[config.mk]
export PLATFORM = sky130hd
export DESIGN_NAME = axi_reg_arbiter
export DESIGN_NICKNAME = d
export VERILOG_FILES = /design/src/rtl/axi_reg_arbiter.sv
export SDC_FILE = /design/constraint.sdc
export NUM_CORES = 1
export LEC_CHECK = 0
export ABC_AREA = 1
export BUFFER_PORTS_ARGS = -buffer_cell sky130_fd_sc_hd__buf_2
export CAP_MARGIN = 10
export CORE_AREA = 5 5 131 133
export DETAILED_ROUTE_END_ITERATION = 10
export DIE_AREA = 0 0 136 138
export PLACE_DENSITY = 0.75
export SLEW_MARGIN = 15
export SYNTH_ARGS = -nofsm -noshare
export SYNTH_HDL_FRONTEND = slang
export SYNTH_SLANG_ARGS = --single-unit
[constraint.sdc]
create_clock -name clk -period 2.69 [get_ports clk]
set_input_delay 0.1345 -clock clk [delete_from_list [all_inputs] [get_ports clk]]
set_output_delay 0.1345 -clock clk [all_outputs]
set_load 0.01 [all_outputs]
[src/rtl/axi_reg_arbiter.sv]
// Round-robin arbiter that lets NUM_REQ local requesters share one AXI register slave, one transaction at a time.
// Latency with a zero-wait slave: accept at T, AW/W or AR at T+1, B or R at T+2, rsp_valid_o at T+3 (4 cycles min per txn).
// Backpressure: requests wait until req_ready_o pulses; AXI valids hold their payload until the slave handshakes.
//
// Ports:
//   clk, areset (async, active low)
//   req_valid_i/req_write_i/req_addr_i/req_wdata_i/req_wstrb_i : per-requester command, slice i = requester i
//   req_ready_o : one-hot accept pulse;  rsp_valid_o : one-hot completion pulse with rsp_data_o/rsp_err_o
//   aw*/w*/b*/ar*/r* : AXI master channels, transaction id = granted requester index
// Optional build macro ARB_STATS_EN: adds grant_cnt_o, one 16-bit saturating grant counter per requester.
module axi_reg_arbiter #(
    parameter int DATA_WIDTH = 32,
    parameter int ADDR_WIDTH = 32,
    parameter int NUM_REQ    = 2
) (
    input  logic                               clk,
    input  logic                               areset,
    input  logic [NUM_REQ-1:0]                 req_valid_i,
    input  logic [NUM_REQ-1:0]                 req_write_i,
    input  logic [NUM_REQ*ADDR_WIDTH-1:0]      req_addr_i,
    input  logic [NUM_REQ*DATA_WIDTH-1:0]      req_wdata_i,
    input  logic [NUM_REQ*(DATA_WIDTH/8)-1:0]  req_wstrb_i,
    output logic [NUM_REQ-1:0]                 req_ready_o,
    output logic [NUM_REQ-1:0]                 rsp_valid_o,
    output logic [DATA_WIDTH-1:0]              rsp_data_o,
    output logic                               rsp_err_o,
    output logic [3:0]                         awid_o,
    output logic [ADDR_WIDTH-1:0]              awaddr_o,
    output logic                               awvalid_o,
    input  logic                               awready_i,
    output logic [3:0]                         wid_o,
    output logic [DATA_WIDTH-1:0]              wdata_o,
    output logic [DATA_WIDTH/8-1:0]            wstrb_o,
    output logic                               wlast_o,
    output logic                               wvalid_o,
    input  logic                               wready_i,
    input  logic [3:0]                         bid_i,
    input  logic [1:0]                         bresp_i,
    input  logic                               bvalid_i,
    output logic                               bready_o,
    output logic [3:0]                         arid_o,
    output logic [ADDR_WIDTH-1:0]              araddr_o,
    output logic                               arvalid_o,
    input  logic                               arready_i,
    input  logic [3:0]                         rid_i,
    input  logic [DATA_WIDTH-1:0]              rdata_i,
    input  logic                               rlast_i,
    input  logic                               rvalid_i,
    output logic                               rready_o
`ifdef ARB_STATS_EN
    ,
    output logic [NUM_REQ*16-1:0]              grant_cnt_o
`endif
);

    localparam int STRB_W = DATA_WIDTH / 8;
    localparam int GW     = (NUM_REQ > 1) ? $clog2(NUM_REQ) : 1;

    typedef enum logic [2:0] {
        S_IDLE  = 3'd0,
        S_WR_AD = 3'd1,
        S_WR_B  = 3'd2,
        S_RD_A  = 3'd3,
        S_RD_D  = 3'd4,
        S_RESP  = 3'd5
    } state_t;

    state_t                  state_q, state_d;
    logic [GW-1:0]           last_grant_q, last_grant_d;
    logic [GW-1:0]           gnt_q, gnt_d;
    logic [ADDR_WIDTH-1:0]   addr_q, addr_d;
    logic [DATA_WIDTH-1:0]   wdata_q, wdata_d;
    logic [STRB_W-1:0]       wstrb_q, wstrb_d;
    logic                    aw_done_q, aw_done_d;
    logic                    w_done_q, w_done_d;
    logic [DATA_WIDTH-1:0]   rsp_data_q, rsp_data_d;
    logic                    rsp_err_q, rsp_err_d;

    logic                    found;
    logic [GW-1:0]           pick;
    logic                    aw_hs;
    logic                    w_hs;
    logic [3:0]              txn_id;

    // Ids, rlast and the response ids are not needed: only one transaction is ever outstanding.
    logic                    unused_inputs;
    assign unused_inputs = ^{bid_i, rid_i, rlast_i};

    assign txn_id = 4'(gnt_q);

    // Rotating priority: search upward from the requester after the last grant, wrapping around.
    always_comb begin
        int idx;
        found = 1'b0;
        pick  = '0;
        idx   = 0;
        for (int i = 1; i <= NUM_REQ; i++) begin
            idx = int'(last_grant_q) + i;
            if (idx >= NUM_REQ) begin
                idx = idx - NUM_REQ;
            end
            if (!found && req_valid_i[idx]) begin
                found = 1'b1;
                pick  = GW'(idx);
            end
        end
    end

    always_comb begin
        state_d      = state_q;
        last_grant_d = last_grant_q;
        gnt_d        = gnt_q;
        addr_d       = addr_q;
        wdata_d      = wdata_q;
        wstrb_d      = wstrb_q;
        aw_done_d    = aw_done_q;
        w_done_d     = w_done_q;
        rsp_data_d   = rsp_data_q;
        rsp_err_d    = rsp_err_q;

        req_ready_o  = '0;
        rsp_valid_o  = '0;
        rsp_data_o   = '0;
        rsp_err_o    = 1'b0;
        awvalid_o    = 1'b0;
        wvalid_o     = 1'b0;
        bready_o     = 1'b0;
        arvalid_o    = 1'b0;
        rready_o     = 1'b0;
        aw_hs        = 1'b0;
        w_hs         = 1'b0;

        unique case (state_q)
            S_IDLE: begin
                if (found) begin
                    req_ready_o[pick] = 1'b1;
                    gnt_d        = pick;
                    last_grant_d = pick;
                    addr_d       = req_addr_i[int'(pick)*ADDR_WIDTH +: ADDR_WIDTH];
                    wdata_d      = req_wdata_i[int'(pick)*DATA_WIDTH +: DATA_WIDTH];
                    wstrb_d      = req_wstrb_i[int'(pick)*STRB_W +: STRB_W];
                    aw_done_d    = 1'b0;
                    w_done_d     = 1'b0;
                    state_d      = req_write_i[pick] ? S_WR_AD : S_RD_A;
                end
            end
            S_WR_AD: begin
                // AW and W complete independently; each valid drops after its own handshake.
                awvalid_o = !aw_done_q;
                wvalid_o  = !w_done_q;
                aw_hs     = awvalid_o && awready_i;
                w_hs      = wvalid_o && wready_i;
                aw_done_d = aw_done_q || aw_hs;
                w_done_d  = w_done_q || w_hs;
                if (aw_done_d && w_done_d) begin
                    state_d = S_WR_B;
                end
            end
            S_WR_B: begin
                bready_o = 1'b1;
                if (bvalid_i) begin
                    rsp_err_d  = (bresp_i != 2'b00);
                    rsp_data_d = '0;
                    state_d    = S_RESP;
                end
            end
            S_RD_A: begin
                arvalid_o = 1'b1;
                if (arready_i) begin
                    state_d = S_RD_D;
                end
            end
            S_RD_D: begin
                rready_o = 1'b1;
                if (rvalid_i) begin
                    rsp_data_d = rdata_i;
                    rsp_err_d  = 1'b0;
                    state_d    = S_RESP;
                end
            end
            S_RESP: begin
                rsp_valid_o[gnt_q] = 1'b1;
                rsp_data_o         = rsp_data_q;
                rsp_err_o          = rsp_err_q;
                state_d            = S_IDLE;
            end
            default: begin
                state_d = S_IDLE;
            end
        endcase
    end

    // Payloads are zero whenever their channel is not presenting a transfer.
    assign awaddr_o = awvalid_o ? addr_q : '0;
    assign awid_o   = awvalid_o ? txn_id : 4'd0;
    assign wdata_o  = wvalid_o ? wdata_q : '0;
    assign wstrb_o  = wvalid_o ? wstrb_q : '0;
    assign wid_o    = wvalid_o ? txn_id : 4'd0;
    assign wlast_o  = wvalid_o;
    assign araddr_o = arvalid_o ? addr_q : '0;
    assign arid_o   = arvalid_o ? txn_id : 4'd0;

    always_ff @(posedge clk or negedge areset) begin
        if (!areset) begin
            state_q      <= S_IDLE;
            last_grant_q <= GW'(NUM_REQ - 1);
            gnt_q        <= '0;
            addr_q       <= '0;
            wdata_q      <= '0;
            wstrb_q      <= '0;
            aw_done_q    <= 1'b0;
            w_done_q     <= 1'b0;
            rsp_data_q   <= '0;
            rsp_err_q    <= 1'b0;
        end else begin
            state_q      <= state_d;
            last_grant_q <= last_grant_d;
            gnt_q        <= gnt_d;
            addr_q       <= addr_d;
            wdata_q      <= wdata_d;
            wstrb_q      <= wstrb_d;
            aw_done_q    <= aw_done_d;
            w_done_q     <= w_done_d;
            rsp_data_q   <= rsp_data_d;
            rsp_err_q    <= rsp_err_d;
        end
    end

`ifdef ARB_STATS_EN
    logic [NUM_REQ*16-1:0] cnt_q, cnt_d;

    always_comb begin
        cnt_d = cnt_q;
        for (int i = 0; i < NUM_REQ; i++) begin
            if (req_ready_o[i] && (cnt_q[i*16 +: 16] != 16'hFFFF)) begin
                cnt_d[i*16 +: 16] = cnt_q[i*16 +: 16] + 16'd1;
            end
        end
    end

    always_ff @(posedge clk or negedge areset) begin
        if (!areset) begin
            cnt_q <= '0;
        end else begin
            cnt_q <= cnt_d;
        end
    end

    assign grant_cnt_o = cnt_q;
`endif

endmodule
* Word level (Yosys, flattened, before mapping)
Index checks and enable logic that the tools add are counted.
** Storage, ports and cells
- Flip-flop bits (word level) :: 108
- Latch bits :: 0
- RAM bits :: 0
- Bits in read-only memories :: 0
- Bits of input ports :: 190
- Output and inout bits :: 155
- Word-level logic and storage cells :: 105
- Memories :: 0
** Cells by class
- Add/sub/neg operators :: 4
- Multipliers :: 0
- Div/mod/pow operators :: 0
- $lt $le $gt $ge :: 8
- Equal/unequal tests :: 10
- Shifts and indexed selects :: 3
- Mux-type cells :: 51
- Bitwise gates (word level) :: 0
- Reductions and logical operators :: 19
** Operators with widths (number)
- two-way mux 32 bit :: 8
- indexed part select 64 x 7 -> 32 bit :: 2
- < comparator 32 x 3 -> 1 bit (second input constant) :: 2
- one-hot mux 32 bit (2 select lines) :: 1
- two-way mux 1 bit :: 26
- two-way mux 3 bit :: 5
- one-hot mux 3 bit (5 select lines) :: 1
- != test 2 bit (second input constant) :: 5
- two-way mux 2 bit :: 4
- indexed part select 8 x 4 -> 4 bit :: 1
- == test 3 x 2 -> 1 bit (second input constant) :: 2
- == test 3 bit (second input constant) :: 2
- logical AND 1 bit :: 6
- one-hot mux 1 bit (2 select lines) :: 3
- nonzero test 2 bit :: 3
- AND reduction 5 bit :: 1
- < comparator 1 x 2 -> 1 bit (second input constant) :: 2
- two-way mux 4 bit :: 1
- AND reduction 2 bit :: 2
- subtractor 3 x 2 -> 4 bit (second input constant) :: 1
- adder 1 x 2 -> 3 bit (second input constant) :: 1
- == test 3 x 1 -> 1 bit (second input constant) :: 1
- greater-or-equal comparator 3 x 2 -> 1 bit (second input constant) :: 1
- zero test 1 bit :: 3
- 8 further kinds :: 11

* Logic depth before layout (Yosys ltp)
Gate-level depths: netlist of run 1.
- Word-level depth :: 16
- Depth in mapped cells :: 9
- Gate-level depth less buffers :: 8

* Least setup slack after synthesis of run 1
Ideal clock, no wire load.
- Kind :: reg-to-output
- Start point :: reg state_q[2]
- End point :: out wdata_o[10]
- Arrival :: 1.430 ns
- Slack :: 1.126 ns
- Stages on the path, launching flop included :: 10
- Buffers on the path :: 2
- Path through :: dfrtp_1 > buf_4 > inv_2 > nand2_1 > nor2_2 > inv_1 > nor2_2 > inv_2 > buf_6 > nor2_1
** Between the ends
- Word-level cells in the longest chain between the ends :: 3
** RTL lines
- start: declaration :: line 68 : state_t state_q, state_d;
- start signal: assignment :: line 216 : state_q <= state_d;
- == test 3 x 1 -> 1 bit :: line 133 : unique case (state_q)
- two-way mux 1 bit :: line 133
- net wlast_o :: line 34 : output logic wlast_o,
- two-way mux 32 bit :: line 196 : assign wdata_o = wvalid_o ? wdata_q : '0;
- end: declaration :: line 32 : output logic [DATA_WIDTH-1:0] wdata_o,
The timed path passes the listed nets, and every way through them passes these cells.

* Final worst setup path of run 1
- Start point :: reg state_q[2]
- End point :: out wdata_o[24]
** Between the ends
- Word-level cells in the longest chain between the ends :: 3
** RTL lines (line)
- == test 3 x 1 -> 1 bit :: 133
- two-way mux 1 bit :: 133
- two-way mux 32 bit :: 196
No other way between the ends.

==> results of run 1 <==
## cell usage after synthesis
| cell type | count |
|---|---|
| o21ai_1 | 1 |
| buf_2 | 21 |
| o21bai_1 | 1 |
| nand2_1 | 329 |
| nor2_4 | 2 |
| a31oi_1 | 1 |
| nand4_1 | 1 |
| buf_6 | 6 |
| inv_1 | 114 |
| nand3_1 | 76 |
| dfstp_2 | 1 |
| clkinv_1 | 1 |
| buf_4 | 15 |
| nor3_1 | 2 |
| o21ai_0 | 1 |
| conb_1 | 1 |
| inv_2 | 4 |
| nand3b_1 | 1 |
| dfrtp_1 | 107 |
| clkbuf_1 | 10 |
| nor2_1 | 146 |
| nand3_2 | 1 |
| nor2_2 | 4 |
## cells in the final DEF, fill, tap and decap left out, types with 2 or more instances in the layout
| cell type | instances |
|---|---|
| buf_12 | 2 |
| buf_2 | 325 |
| buf_4 | 9 |
| bufinv_16 | 2 |
| clkbuf_16 | 9 |
| conb_1 | 9 |
| dfrtp_1 | 107 |
| dlygate4sd3_1 | 120 |
| inv_1 | 114 |
| inv_2 | 4 |
| nand2_1 | 329 |
| nand3_1 | 76 |
| nor2_1 | 146 |
| nor2_2 | 4 |
| nor2_4 | 2 |
| nor3_1 | 2 |
## per-stage QoR
step / cell area (um^2) / util, %
2_1_floorplan: 5780 / -
3_5_place_dp: 7460 / 47.5
3_3_place_gp: 7460 / 47.5
5_1_grt: 8990 / 57.2
4_1_cts: 8980 / 57.2
6_report: 8990 / 57.2
## worst max path at each step
stage          depth (start not counted)  slack, ns       start     endpoint
6_report                               8       0.36  state_q[2]  wdata_o[24]
5_1_grt                                8       0.18  state_q[2]  wdata_o[24]
4_1_cts                                8       0.35  state_q[2]   wstrb_o[3]
2_1_floorplan                          9       1.13  state_q[2]  wdata_o[10]
3_3_place_gp                           8       0.73  state_q[2]  wdata_o[28]
3_5_place_dp                           8       0.74  state_q[2]   wstrb_o[3]
## report_power, final
part | switching, uW | leakage [uW] | internal, uW
Sequential | 443 | 0.00138 | 2400
Combinational | 2360 | 0.00366 | 1620
Clock | 631 | 0.000165 | 853
Total | 3430 | 0.00521 | 4880
## final cells by class
class	instances	area, um^2	share of cell area (%)
inverter	119	447	4.97
clock inverter	6	93.8	1.04
tap	216	270	3.01
multi-input combinational	575	2300	25.6
clock buffer	10	239	2.66
sequential	108	2700	30.1
timing repair buffer	456	2940	32.6
## cells by family after synthesis
kind of cell	after synthesis
flip-flops	108
other	1
buffers and inverters	171
AO/OA/AOI/OAI	4
AND/OR/NAND/NOR	562
## layer usage
layer,wire [um],GRT usage (%),vias to the layer above
met5,13,0,-
met4,654,7.16,2
met3,2020,6.97,55
met2,10500,39.2,301
met1,8100,24.8,3101
li1,-,-,3306
## registers in the layout, summed over array words and instances (netlist names)
| name | count |
|---|---|
| wstrb_q | 4 |
| gnt_q | 1 |
| last_grant_q | 1 |
| state_q | 3 |
| rsp_err_q | 1 |
| addr_q | 32 |
| w_done_q | 1 |
| rsp_data_q | 32 |
| aw_done_q | 1 |
| wdata_q | 32 |
## timing repair
action | 4_1_cts | 5_1_grt
resized for setup | 0 | 0
hold endpoints to repair | 107 | 1
hold buffers | 119 | 1
setup buffers | 0 | 0
## critical path, stage by stage (launching register included)
cell	delay, ns
dfrtp_1	0.47
inv_2	0.11
nand2_1	0.06
nor2_2	0.15
inv_1	0.11
nor2_2	0.20
inv_2	0.32
nor2_1	0.24
buf_2	0.17
==> out/metrics.cfg, run 1 <==
[detailed_routing]
route.vias.total=6765
ant_nets=0
firstDrtPassIters=5
post_drt_wl_per_cell_um=14.3
drt_iter0_markers=301
drc=0
routed_wl_mm=21.3
vias_per_cell=4.54

[synth]
synth_top_area_share_pct=46.6
synth-seq-area-share_pct=47.1
synth_top_family_by_area=simple AND/OR/NAND/NOR gates
muxShareOfSynthArea_pct=0
syn_inst=846
ys_seq_elements=108
synth_compound_area_share_pct=0.414
synth_area_mm2=0.00575
synth_cell_type_count=23
synth-xor-area-share_pct=0
synth.area.top_cells=dfrtp_1 47%, nand2_1 21%, nor2_1 9.5%
yosys_warnings=0
synth.largest_area_cell=dfrtp_1
syn_area_per_cell_um2=6.79
synth-simple-area-share_pct=39.1
yosys.area_share.adder_pct=0

[critical_path]
cp.arrival_ns=2.20
rr_startpoint=state_q[0]
path_class=reg -> out
worst_ep_required_time_ns=2.56
crit_path_start_kind=flip-flop
timing.rr.end=wstrb_q[2]
crit_path_end_kind=primary output
ff2ff_path_depth=7
critPathMaxFanout=37
r2r_slack_ns=0.36

[floorplan]
core_mm2=0.0157
die_y_um=138
dieArea_mm2=0.0188
io_pins=345
initial_core_util_pct=36.6
std_cell_rows=46
die_w_um=136

[placed_design]
dp_slack_ns=0.739
hpwl_mm=14.1
place_congestion=0.832
placedCellCount=1354
io_buffers=326

[min_path]
min_from=req_wstrb_i[0]
min_path_type=in -> reg
hold_path_depth=3
holdPathEnd=wstrb_q[0]

[clock_tree]
cts_tree=built
clk_pin_slew_worst_paths_ns=0.07
cts_max_level=3
clockBufferDepth=2
clk-insertion-delay-late_ns=0.35
clock-sinks=108
cts-buffers-inserted=9
clockRootBuffer=clkbuf_16

[global_route]
antenna_found_initial=1
grt_max_degree=54
grt_usage_pct=22.0
grt_pass1_vias=6835
grt_first_pass_wirelength_mm=33.6
grt_overflow=0

[power]
powerDensity_mw_per_mm2=924
ir_drop_uv=605
finalPower_uw=8310
p_leak_uw=0.00521

[timing]
finalHoldViolations=0
hold_slack_ns=0.00904
finalMaxSlewViolations=0
fmax_ghz=0.429
rsz0062_at_grt=no
skew_ns=0.0117
period_minus_slack_ns=2.33
fin_ws_ns=0.357
finalCritPeriodShare_pct=86.7
worst_pin_slew_ns=0.729
setup_viol=0
setup_tns_ns=0
slew-limit-headroom_pct=51.3

[layout]
syn_to_final_growth_pct=56.5
final_cells=1490
num_antenna_cells=0
drive_gt1_share_pct=28.6
fill_cells=1388
nets=1459

[run]
cap_violations=0

[status]
status=finished, final reports clean

(Power assumes the default switching activity.)
==> inputs of run 2 (changes only) <==
ABC_AREA = not set   (was 1)
CORE_AREA = 5 5 133 135   (was 5 5 131 133)
DIE_AREA = 0 0 138 140   (was 0 0 136 138)
PLACE_DENSITY = 0.72   (was 0.75)
==> out/metrics.cfg, run 2 <==
[status]
status=finished, final reports clean

[layout]
drive_gt1_share_pct=39.7  ; +11 points
nets=1102  ; -24%
final_area_mm2=0.00863  ; -4.0%
mostFrequentLayoutCells=325 x buf_2, 138 x and2_1, 107 x dfrtp_1
reg_top3=addr_q x32, rsp_data_q x32, wdata_q x32
num_antenna_cells=0  ; unchanged
syn_to_final_growth_pct=55.2
final_common_cell=buf_2

[placed_design]
placedInstanceArea_mm2=0.00731  ; -1.9%
io_buffers=326  ; unchanged
place_congestion=0.808  ; -2.8%
hpwl_mm=12.6  ; -10%
dp_slack_ns=0.771  ; +0.0315 ns

[timing]
slew-limit-headroom_pct=62.9  ; +12 points
rsz0062_at_grt=no
fmax_ghz=0.459  ; +7.0%
finalCritPeriodShare_pct=81.1  ; -5.6 points
skew_ns=0.00480  ; -0.00688 ns
setup_tns_ns=0  ; unchanged
fin_ws_ns=0.509  ; +0.152 ns
finalHoldViolations=0  ; unchanged
worst_pin_slew_ns=0.553  ; -0.176 ns
period_minus_slack_ns=2.18  ; -0.152 ns
setup_viol=0  ; unchanged
finalMaxSlewViolations=0  ; unchanged

[critical_path]
crit_path_start_kind=flip-flop
cp-startpoint=state_q[1]
worst_ep_required_time_ns=2.56  ; about the same
cp.arrival_ns=2.05  ; -0.15 ns
crit_end=wdata_o[25]
rr_startpoint=state_q[0]
max_stage_delay_ns=0.48  ; about the same
path_class=reg -> out
r2r_slack_ns=0.74  ; +0.38 ns
crit_path_end_kind=primary output
slowest_stage=dfrtp_1
timing.rr.end=state_q[0]
crit_chain=nor2_1, nand2_1, nor2_2, buf_4, and2_1, buf_2
critPathMaxFanout=39  ; +5.4%
ff2ff_path_depth=4  ; -3

[power]
p_int_uw=5210  ; +6.8%
p_sw_share_pct=36.3  ; -5.0 points
power_frac_comb_pct=46.0  ; -1.9 points
p_switching_uw=2970  ; -14%
pwr-share-clk_pct=18.3  ; +0.5 points
seq_power_share_pct=35.8  ; +1.6 points
ir_drop_uv=425  ; -30%
p_leak_uw=0.00495  ; -4.9%
powerDensity_mw_per_mm2=947  ; +2.5%

[global_route]
grt_max_degree=72  ; +33%
grt_first_pass_wirelength_mm=30.8  ; -8.4%
antenna_found_initial=1  ; unchanged
grt_overflow=0  ; unchanged
grt_usage_pct=19.1  ; -2.9 points
grt_pass1_vias=5799  ; -15%

[synth]
synth.area.top_cells=dfrtp_1 48%, a22o_1 16%, and2_1 16%
synth-seq-area-share_pct=48.6  ; +1.6 points
synth_cell_type_count=34  ; +48%
synth_area_mm2=0.00556  ; -3.2%
syn_inst=511  ; -40%
syn_area_per_cell_um2=10.9  ; +60%
yosysMostFrequentCell=and2_1
yosys-top-cells-count=139 x and2_1, 107 x dfrtp_1, 100 x a22o_1
synthArstFlopShare_pct=100  ; unchanged
synth-edff-count=0  ; unchanged
synthFlopType=dfrtp_1
yosys_warnings=0  ; unchanged
ys_seq_elements=108  ; unchanged
synth.largest_area_cell=dfrtp_1
synth_top_area_share_pct=48.2  ; +1.6 points

[detailed_routing]
post_drt_wl_per_cell_um=16.8  ; +18%
ant_nets=0  ; unchanged
firstDrtPassIters=4  ; -1
routed_wl_mm=19.1  ; -10%
drc=0  ; unchanged
drt_iter0_markers=255  ; -15%
vias_per_cell=4.87  ; +7.3%
route.vias.total=5541  ; -18%

[clock_tree]
cts_max_level=3  ; unchanged
clockRootBuffer=clkbuf_16
cts-buffers-inserted=9  ; unchanged
post_cts_buffers=0  ; unchanged
clk_pin_slew_worst_paths_ns=0.08  ; about the same
clk-insertion-delay-late_ns=0.35  ; about the same
clockBufferDepth=2  ; unchanged
clock-sinks=108  ; unchanged
cts_resized=0  ; unchanged
cts_tree=built

[floorplan]
io_pins=345  ; unchanged
die_y_um=140  ; +1.4%
std_cell_rows=47  ; +2.2%
die_w_um=138  ; +1.5%
initial_core_util_pct=34.0  ; -2.6 points
dieArea_mm2=0.0193  ; +2.9%
core_mm2=0.0163  ; +4.0%

[run]
cap_violations=0  ; unchanged

[min_path]
min_path_type=in -> reg
min_from=rdata_i[15]

==> run 2: cell types whose count changed after synthesis, moves of 3 or more <==
cell      change
inv_1       -111
a22o_1      +100
nand3_1      -76
a21o_1       +70
nand2_1     -327
buf_4         -3
and2_1      +139
inv_2         -4
nor2_1      -141
buf_2         -5
clkbuf_1     +11
nor2_2        -3
==> run 2: layer usage <==
metal	global-route usage [%]	vias to the layer above	wire (um)	share of wire, %
li1	-	2585	-	-
met1	22.5	2652	7590	40
met2	33.6	261	9550	50
met3	5.52	41	1400	7.3
met4	6.66	2	533	2.8
met5	0	-	13	0.068
==> run 2: final cells by class <==
class | count | area, um^2
Sequential cell | 108 | 2700
Tap cell | 220 | 275
Fill cell | 1474 | 7720
Multi-Input combinational cell | 351 | 2550
Clock inverter | 7 | 108
Timing Repair Buffer | 439 | 2750
Clock buffer | 9 | 225
Inverter | 3 | 11.3
==> run 2: repair_timing <==
| item | 4_1_cts | 5_1_grt |
|---|---|---|
| hold buffers | 98 | 0 |
| hold endpoints to repair | 162 | 0 |
| endpoints found under the setup margin | 0 | 0 |
==> run 2: how the worst min path moves through the flow <==
stage / to / slack, ns / cells after the start
5_1_grt: rsp_data_q[15] / 0.01 / 2
3_5_place_dp: addr_q[14] / -0.01 / 1
2_1_floorplan: addr_q[0] / -0.16 / 0
3_3_place_gp: addr_q[14] / -0.01 / 1
4_1_cts: rsp_data_q[15] / 0.003 / 2
6_report: rsp_data_q[15] / 0.008 / 2
==> run 2: cells by family (layout without fill, tap and decap cells) <==
family	Yosys count	count (layout)	share of synthesized area (%)
and+or+nand+nor	156	156	17.6
other	1	9	0.0674
muxes	2	2	0.360
AOI/OAI and AO/OA	184	184	27.1
DFF	108	108	48.6
buffers and inverters	60	458	6.30
==> run 2: critical path: cells and delay by family, from the launching register on <==
family | cells | cell delay (ns)
flip-flops | 1 | 0.48
buffers and inverters | 2 | 0.46
AND/OR/NAND/NOR | 4 | 0.74
==> run 2: power groups by stage <==
| stage | clock network [uW] | registers (uW) | logic, uW |
|---|---|---|---|
| 2_1_floorplan | 0 | 2720 | 2720 |
| 3_3_place_gp | 0 | 2910 | 3580 |
| 3_5_place_dp | 0 | 2930 | 3650 |
| 4_1_cts | 1540 | 2910 | 3770 |
| 5_1_grt | 1600 | 3030 | 4110 |
| 6_report | 1490 | 2920 | 3760 |
==> run 2: metrics by stage <==
stage               hold slack (ns)  cells  util, %  power, uW
floorplan                    -0.161    519        -       5440
global placement            -0.0110   1023     44.7       6490
detailed placement          -0.0102   1023     44.7       6580
CTS                         0.00282   1137     52.8       8220
global route                 0.0113   1137     52.8       8750
finish                      0.00773   1137     52.8       8170
